**config.mk**
```make
export PLATFORM = sky130hd
export DESIGN_NAME = cfg_chain_loader
export DESIGN_NICKNAME = d
export VERILOG_FILES = /design/src/rtl/cfg_chain_loader.sv
export SDC_FILE = /design/constraint.sdc
export NUM_CORES = 1
export LEC_CHECK = 0
export BUFFER_PORTS_ARGS = -buffer_cell sky130_fd_sc_hd__buf_2
export CAP_MARGIN = 0
export CORE_MARGIN = 2
export CORE_UTILIZATION = 40
export CTS_CLUSTER_DIAMETER = 30
export DETAILED_ROUTE_END_ITERATION = 16
export SYNTH_ARGS = -nofsm -noshare
export SYNTH_HDL_FRONTEND = slang
export SYNTH_SLANG_ARGS = --single-unit
```
**constraint.sdc**
```tcl
create_clock -name prog_clk -period 7.4 [get_ports prog_clk]
set_clock_uncertainty 0.2 [all_clocks]
set_input_delay 0.74 -clock prog_clk [delete_from_list [all_inputs] [get_ports prog_clk]]
set_output_delay 0.74 -clock prog_clk [all_outputs]
set_load 0.01 [all_outputs]
```
**src/rtl/cfg_chain_loader.sv**
```systemverilog
// Configuration-chain loader: serialises bitstream words into the row scan chain,
// recirculates the chain once for readback, and compares CRC-16 of both streams.
module cfg_chain_loader #(
    parameter int N_ROWS   = 8,
    parameter int ROW_BITS = 64,
    parameter int WORD_W   = 8
) (
    input  logic              prog_clk,
    input  logic              prog_rst_n,
    input  logic              start,
    input  logic              abort,
    input  logic              word_valid,
    input  logic [WORD_W-1:0] word_data,
    output logic              word_ready,
    output logic              chain_out,
    output logic              chain_en,
    input  logic              chain_in,
    output logic              busy,
    output logic              done,
    output logic              error
);

    localparam int CHAIN_LEN = N_ROWS * ROW_BITS;
    localparam int CNT_W     = (CHAIN_LEN > 2) ? $clog2(CHAIN_LEN) : 1;
    localparam int REM_W     = $clog2(WORD_W + 1);

    localparam logic [CNT_W-1:0] LAST_BIT = CNT_W'(CHAIN_LEN - 1);
    localparam logic [REM_W-1:0] REM_FULL = REM_W'(WORD_W);
    localparam logic [REM_W-1:0] REM_ONE  = REM_W'(1);
    localparam logic [15:0]      CRC_INIT = 16'hFFFF;

    typedef enum logic [1:0] {
        IDLE,
        LOAD,
        VERIFY,
        CHECK
    } state_t;

    state_t            state;
    logic [WORD_W-1:0] shreg;
    logic [REM_W-1:0]  rem;
    logic [CNT_W-1:0]  bit_cnt;
    logic [15:0]       load_crc;
    logic [15:0]       rb_crc;
    logic              shift_now;

    // CRC-16-CCITT, MSB-first register, one bit per call.
    function automatic logic [15:0] crc_step(input logic [15:0] crc, input logic b);
        logic fb;
        fb = crc[15] ^ b;
        return {crc[14:0], 1'b0} ^ (fb ? 16'h1021 : 16'h0000);
    endfunction

    assign shift_now  = (state == LOAD) && (rem != '0);
    // Accepting on the last serialised bit keeps a continuous stream bubble-free.
    assign word_ready = (state == LOAD) &&
                        ((rem == '0) || ((rem == REM_ONE) && (bit_cnt != LAST_BIT)));
    assign chain_en   = shift_now || (state == VERIFY);
    assign busy       = (state != IDLE);

    // NOTE: every output gets a default first so no path through this block infers a latch.
    always_comb begin
        chain_out = 1'b0;
        if (shift_now)
            chain_out = shreg[0];
        else if (state == VERIFY)
            chain_out = chain_in;
    end

    // NOTE: all state here uses non-blocking assignments; where two branches assign
    // the same register in one cycle, the later one in program order takes effect.
    always_ff @(posedge prog_clk or negedge prog_rst_n) begin
        if (!prog_rst_n) begin
            state    <= IDLE;
            shreg    <= '0;
            rem      <= '0;
            bit_cnt  <= '0;
            load_crc <= CRC_INIT;
            rb_crc   <= CRC_INIT;
            done     <= 1'b0;
            error    <= 1'b0;
        end else if (abort) begin
            state   <= IDLE;
            rem     <= '0;
            bit_cnt <= '0;
            done    <= 1'b0;
            error   <= 1'b0;
        end else begin
            case (state)
                IDLE: begin
                    if (start) begin
                        state    <= LOAD;
                        done     <= 1'b0;
                        error    <= 1'b0;
                        load_crc <= CRC_INIT;
                        rb_crc   <= CRC_INIT;
                        bit_cnt  <= '0;
                    end
                end
                LOAD: begin
                    if (shift_now) begin
                        shreg    <= shreg >> 1;
                        rem      <= rem - REM_ONE;
                        load_crc <= crc_step(load_crc, shreg[0]);
                        if (bit_cnt == LAST_BIT) begin
                            state   <= VERIFY;
                            bit_cnt <= '0;
                        end else begin
                            bit_cnt <= bit_cnt + 1'b1;
                        end
                    end
                    // A new word overrides the shift update of shreg/rem on the same edge.
                    if (word_valid && word_ready) begin
                        shreg <= word_data;
                        rem   <= REM_FULL;
                    end
                end
                VERIFY: begin
                    rb_crc <= crc_step(rb_crc, chain_in);
                    if (bit_cnt == LAST_BIT) begin
                        state   <= CHECK;
                        bit_cnt <= '0;
                    end else begin
                        bit_cnt <= bit_cnt + 1'b1;
                    end
                end
                CHECK: begin
                    if (rb_crc == load_crc)
                        done <= 1'b1;
                    else
                        error <= 1'b1;
                    state <= IDLE;
                end
                default: state <= IDLE;
            endcase
        end
    end

endmodule
```
==> flow_metrics.env <==
export IMPL_status="complete, no violations"
export IMPL_tightestPinTransition_ns=1.092
export IMPL_fmax_mhz=293.4
export IMPL_endpoint_kind="flip-flop"
export IMPL_reg2reg_depth=6
export IMPL_vias_per_cell=5.102
export IMPL_grt_pass1_vias=1980
export IMPL_timing_hold_ws_ns=0.2894
export IMPL_pre_cts_ws_ns=4.026
export IMPL_min_path_cells=1
export IMPL_io_buffers=19
export IMPL_cp_buffers_inverters=1
export IMPL_pwr_share_comb_pct=37.6
export IMPL_ant_nets=0
export IMPL_fin_tns_setup_ns=0
export IMPL_postCtsResizedCells=0
export IMPL_fin_crit_sh_pct=46.06
export IMPL_die_height_um=91.54
export IMPL_cts_buffers=9
export IMPL_period_needed_ns=3.409
export IMPL_wl_per_cell_um=14.74
export IMPL_clk_pin_slew_ns=0.06
export IMPL_cts_hold_buf=0
export IMPL_syn_area_per_cell_um2=11.44
export IMPL_syn2layout_area_growth_pct=10.57
export IMPL_power_frac_seq_pct=39.7
export IMPL_yosys_warnings=0
export IMPL_routed_wirelength_um=5777
export IMPL_power_switching_w=0.0004135
export IMPL_setup_viol=0
export IMPL_p_clk_share_pct=22.7
export IMPL_clockBufferDepth=2
export IMPL_clockRootBuffer="clkbuf_8"
export IMPL_dp_cells=376
export IMPL_ir_drop_v=0.0001546
export IMPL_n_antenna_cell=0
export IMPL_synth_seq_cells=57
export IMPL_grt_pass1_wl_um=10180
export IMPL_synth_area_mm2=0.003065
export IMPL_p_leak_nw=1.443
export IMPL_whs_endpoint="bit_cnt[7]"
export IMPL_dpl_hpwl_um=3924
export IMPL_clock_sinks=57
export IMPL_synth_flop_cell="dfstp_2"
export IMPL_async_flop_share_pct=100.0
export IMPL_crit_family="adder cells"
export IMPL_htree_levels=3
export IMPL_cp_max_fo=27
export IMPL_finalNetCount=312
export IMPL_drc=0
export IMPL_track_usage_pct=15.72
export IMPL_ios=20
export IMPL_antenna_found_initial=0
export IMPL_path_cells="inv_1 -> ha_1 -> or4bb_1 -> a31oi_1 -> or2_1 -> o21ai_0"
export IMPL_critical_path_class="reg -> reg"
export IMPL_r2r_end="bit_cnt[4]"
export IMPL_synth_edff_count=0
export IMPL_slew_headroom_pct=26.93
export IMPL_initialDrtViolationCount=114
export IMPL_layout_setup_ws_ns=3.991
export IMPL_rows=31
export IMPL_r2r_setup_slack_ns=3.99
export IMPL_ys_seq_area_share_pct=47.84
export IMPL_p_sw_share_pct=36.29
export IMPL_first_pass_iters=5
export IMPL_rsz0062_at_grt="no"
export IMPL_fp_coreArea_mm2=0.007331
export IMPL_utilization_pct=46.24
export IMPL_intPower_w=0.0007260
export IMPL_slew_viol_final=0
export IMPL_crit_arrival_ns=3.43
export IMPL_drive_gt1_share_pct=29.69
export IMPL_power_density_mw_per_mm2=336.2
export IMPL_yosysUniqueCellTypes=50
export IMPL_grt_max_degree=58
export IMPL_insertion_delay_ns=0.34
export IMPL_cts_tree="done"
export IMPL_slowest_delay_ns=0.88
export IMPL_hold_violations=0
export IMPL_gp_congestion=0.7776
export IMPL_r2r_start="state[1]"
export IMPL_dieWidth_um=91.54
export IMPL_synthCells=268
export IMPL_start_util_pct=41.82
export IMPL_cap_violations=0
export IMPL_stdcell_count=392
export IMPL_postCtsSetupRepairBufs=0
export IMPL_hp_start="bit_cnt[7]"
export IMPL_cp_start_kind="flip-flop"
export IMPL_cp_slowest_cell="ha_1"
export IMPL_globalRouteOverflowTotal=0
export IMPL_hp_class="reg -> reg"
export IMPL_worst_ep_required_time_ns=7.42
export IMPL_synth_nets=292
export IMPL_via_count=2000
export IMPL_die_area_mm2=0.008380
## logic make-up after synthesis
kind of cell             Yosys count  share of synthesized area [%]
adder cells (fa/ha/maj)           10                          4.082
flip-flops                        57                          47.84
AND/OR/NAND/NOR                   76                          13.88
XOR/XNOR                          25                          7.143
multiplexers                      25                          9.918
AO/OA/AOI/OAI                     56                          13.67
buffers and inverters             19                          3.469
## final cells by class
type	count	area, µm²
Timing Repair Buffer	20	102.6
Inverter	8	30.03
Clock inverter	3	15.01
Fill cell	674	3941
Clock buffer	13	158.9
Multi-Input combinational cell	192	1493
Tap cell	99	123.9
Sequential cell	57	1466
## per-stage QoR
stage               power (W)  cell area (µm²)
global placement    0.0008831             3216
floorplan           0.0008135             3065
detailed placement  0.0008899             3216
global route         0.001231             3390
CTS                  0.001156             3390
finish               0.001140             3390
## placed cells by master (no fill, tap or decap), types with 13 or more instances in the layout
cell and instances:
dfrtp_1 25, nand2_1 13, buf_2 19, nor2_1 15, dfstp_2 32, o22a_1 16, xnor2_1 20, nand2b_1 18
## state kept, by name, indices dropped and copies added (netlist names)
signal    cells
bit_cnt       9
state         2
rb_crc       16
rem           4
shreg         8
load_crc     16
done          1
error         1
## synthesized netlist by cell type (4+ instances only)
| library cell | count | share of area [%] |
|---|---|---|
| inv_1 | 8 | 0.98 |
| o21ai_0 | 11 | 1.8 |
| mux2_4 | 9 | 4.4 |
| nor2_1 | 15 | 1.8 |
| dfrtp_1 | 25 | 20 |
| nand2b_1 | 18 | 3.7 |
| nand3_1 | 6 | 0.98 |
| o31ai_1 | 4 | 0.98 |
| mux2_2 | 6 | 2.2 |
| a21oi_1 | 11 | 1.8 |
| nand4_1 | 5 | 1.0 |
| ha_1 | 10 | 4.1 |
| xor2_1 | 5 | 1.4 |
| mux2i_1 | 9 | 2.9 |
| o22a_1 | 16 | 4.6 |
| dfstp_2 | 32 | 27 |
| xnor2_1 | 20 | 5.7 |
| nand2_1 | 13 | 1.6 |
## routing by layer
metal | share of wire [%] | GRT usage, %
met2 | 46 | 22.67
met4 | 1.2 | 6.061
met3 | 4.1 | 5.477
met1 | 48 | 21.58
met5 | 0 | 0
## power by group through the flow
| stage | Sequential (W) | Combinational (W) | Clock, W |
|---|---|---|---|
| after floorplan | 0.000440 | 0.000373 | 0 |
| after global placement | 0.000456 | 0.000427 | 0 |
| after detailed placement | 0.000458 | 0.000432 | 0 |
| after CTS | 0.000453 | 0.000435 | 0.000267 |
| after global routing | 0.000463 | 0.000484 | 0.000283 |
| final | 0.000452 | 0.000429 | 0.000258 |
## worst max path at each step
stage	startpoint	end	slack, ns	depth (start not counted)
detailed placement	state[1]	bit_cnt[4]	4.03	6
global route	state[1]	bit_cnt[0]	3.68	6
finish	state[1]	bit_cnt[4]	3.99	6
global placement	state[1]	bit_cnt[4]	4.08	6
CTS	state[1]	bit_cnt[4]	4.00	6
floorplan	bit_cnt[0]	bit_cnt[7]	4.91	10
## worst register-to-register path, delay by kind of cell, from the launching register on
family	cells	cell delay [ns]
buffers and inverters	1	0.11
AND/OR/NAND/NOR	2	0.83
AO/OA/AOI/OAI	2	0.85
adder cells (fa/ha/maj)	1	0.88
flip-flops	1	0.41
Note: power is estimated with default switching activity, not from simulation.
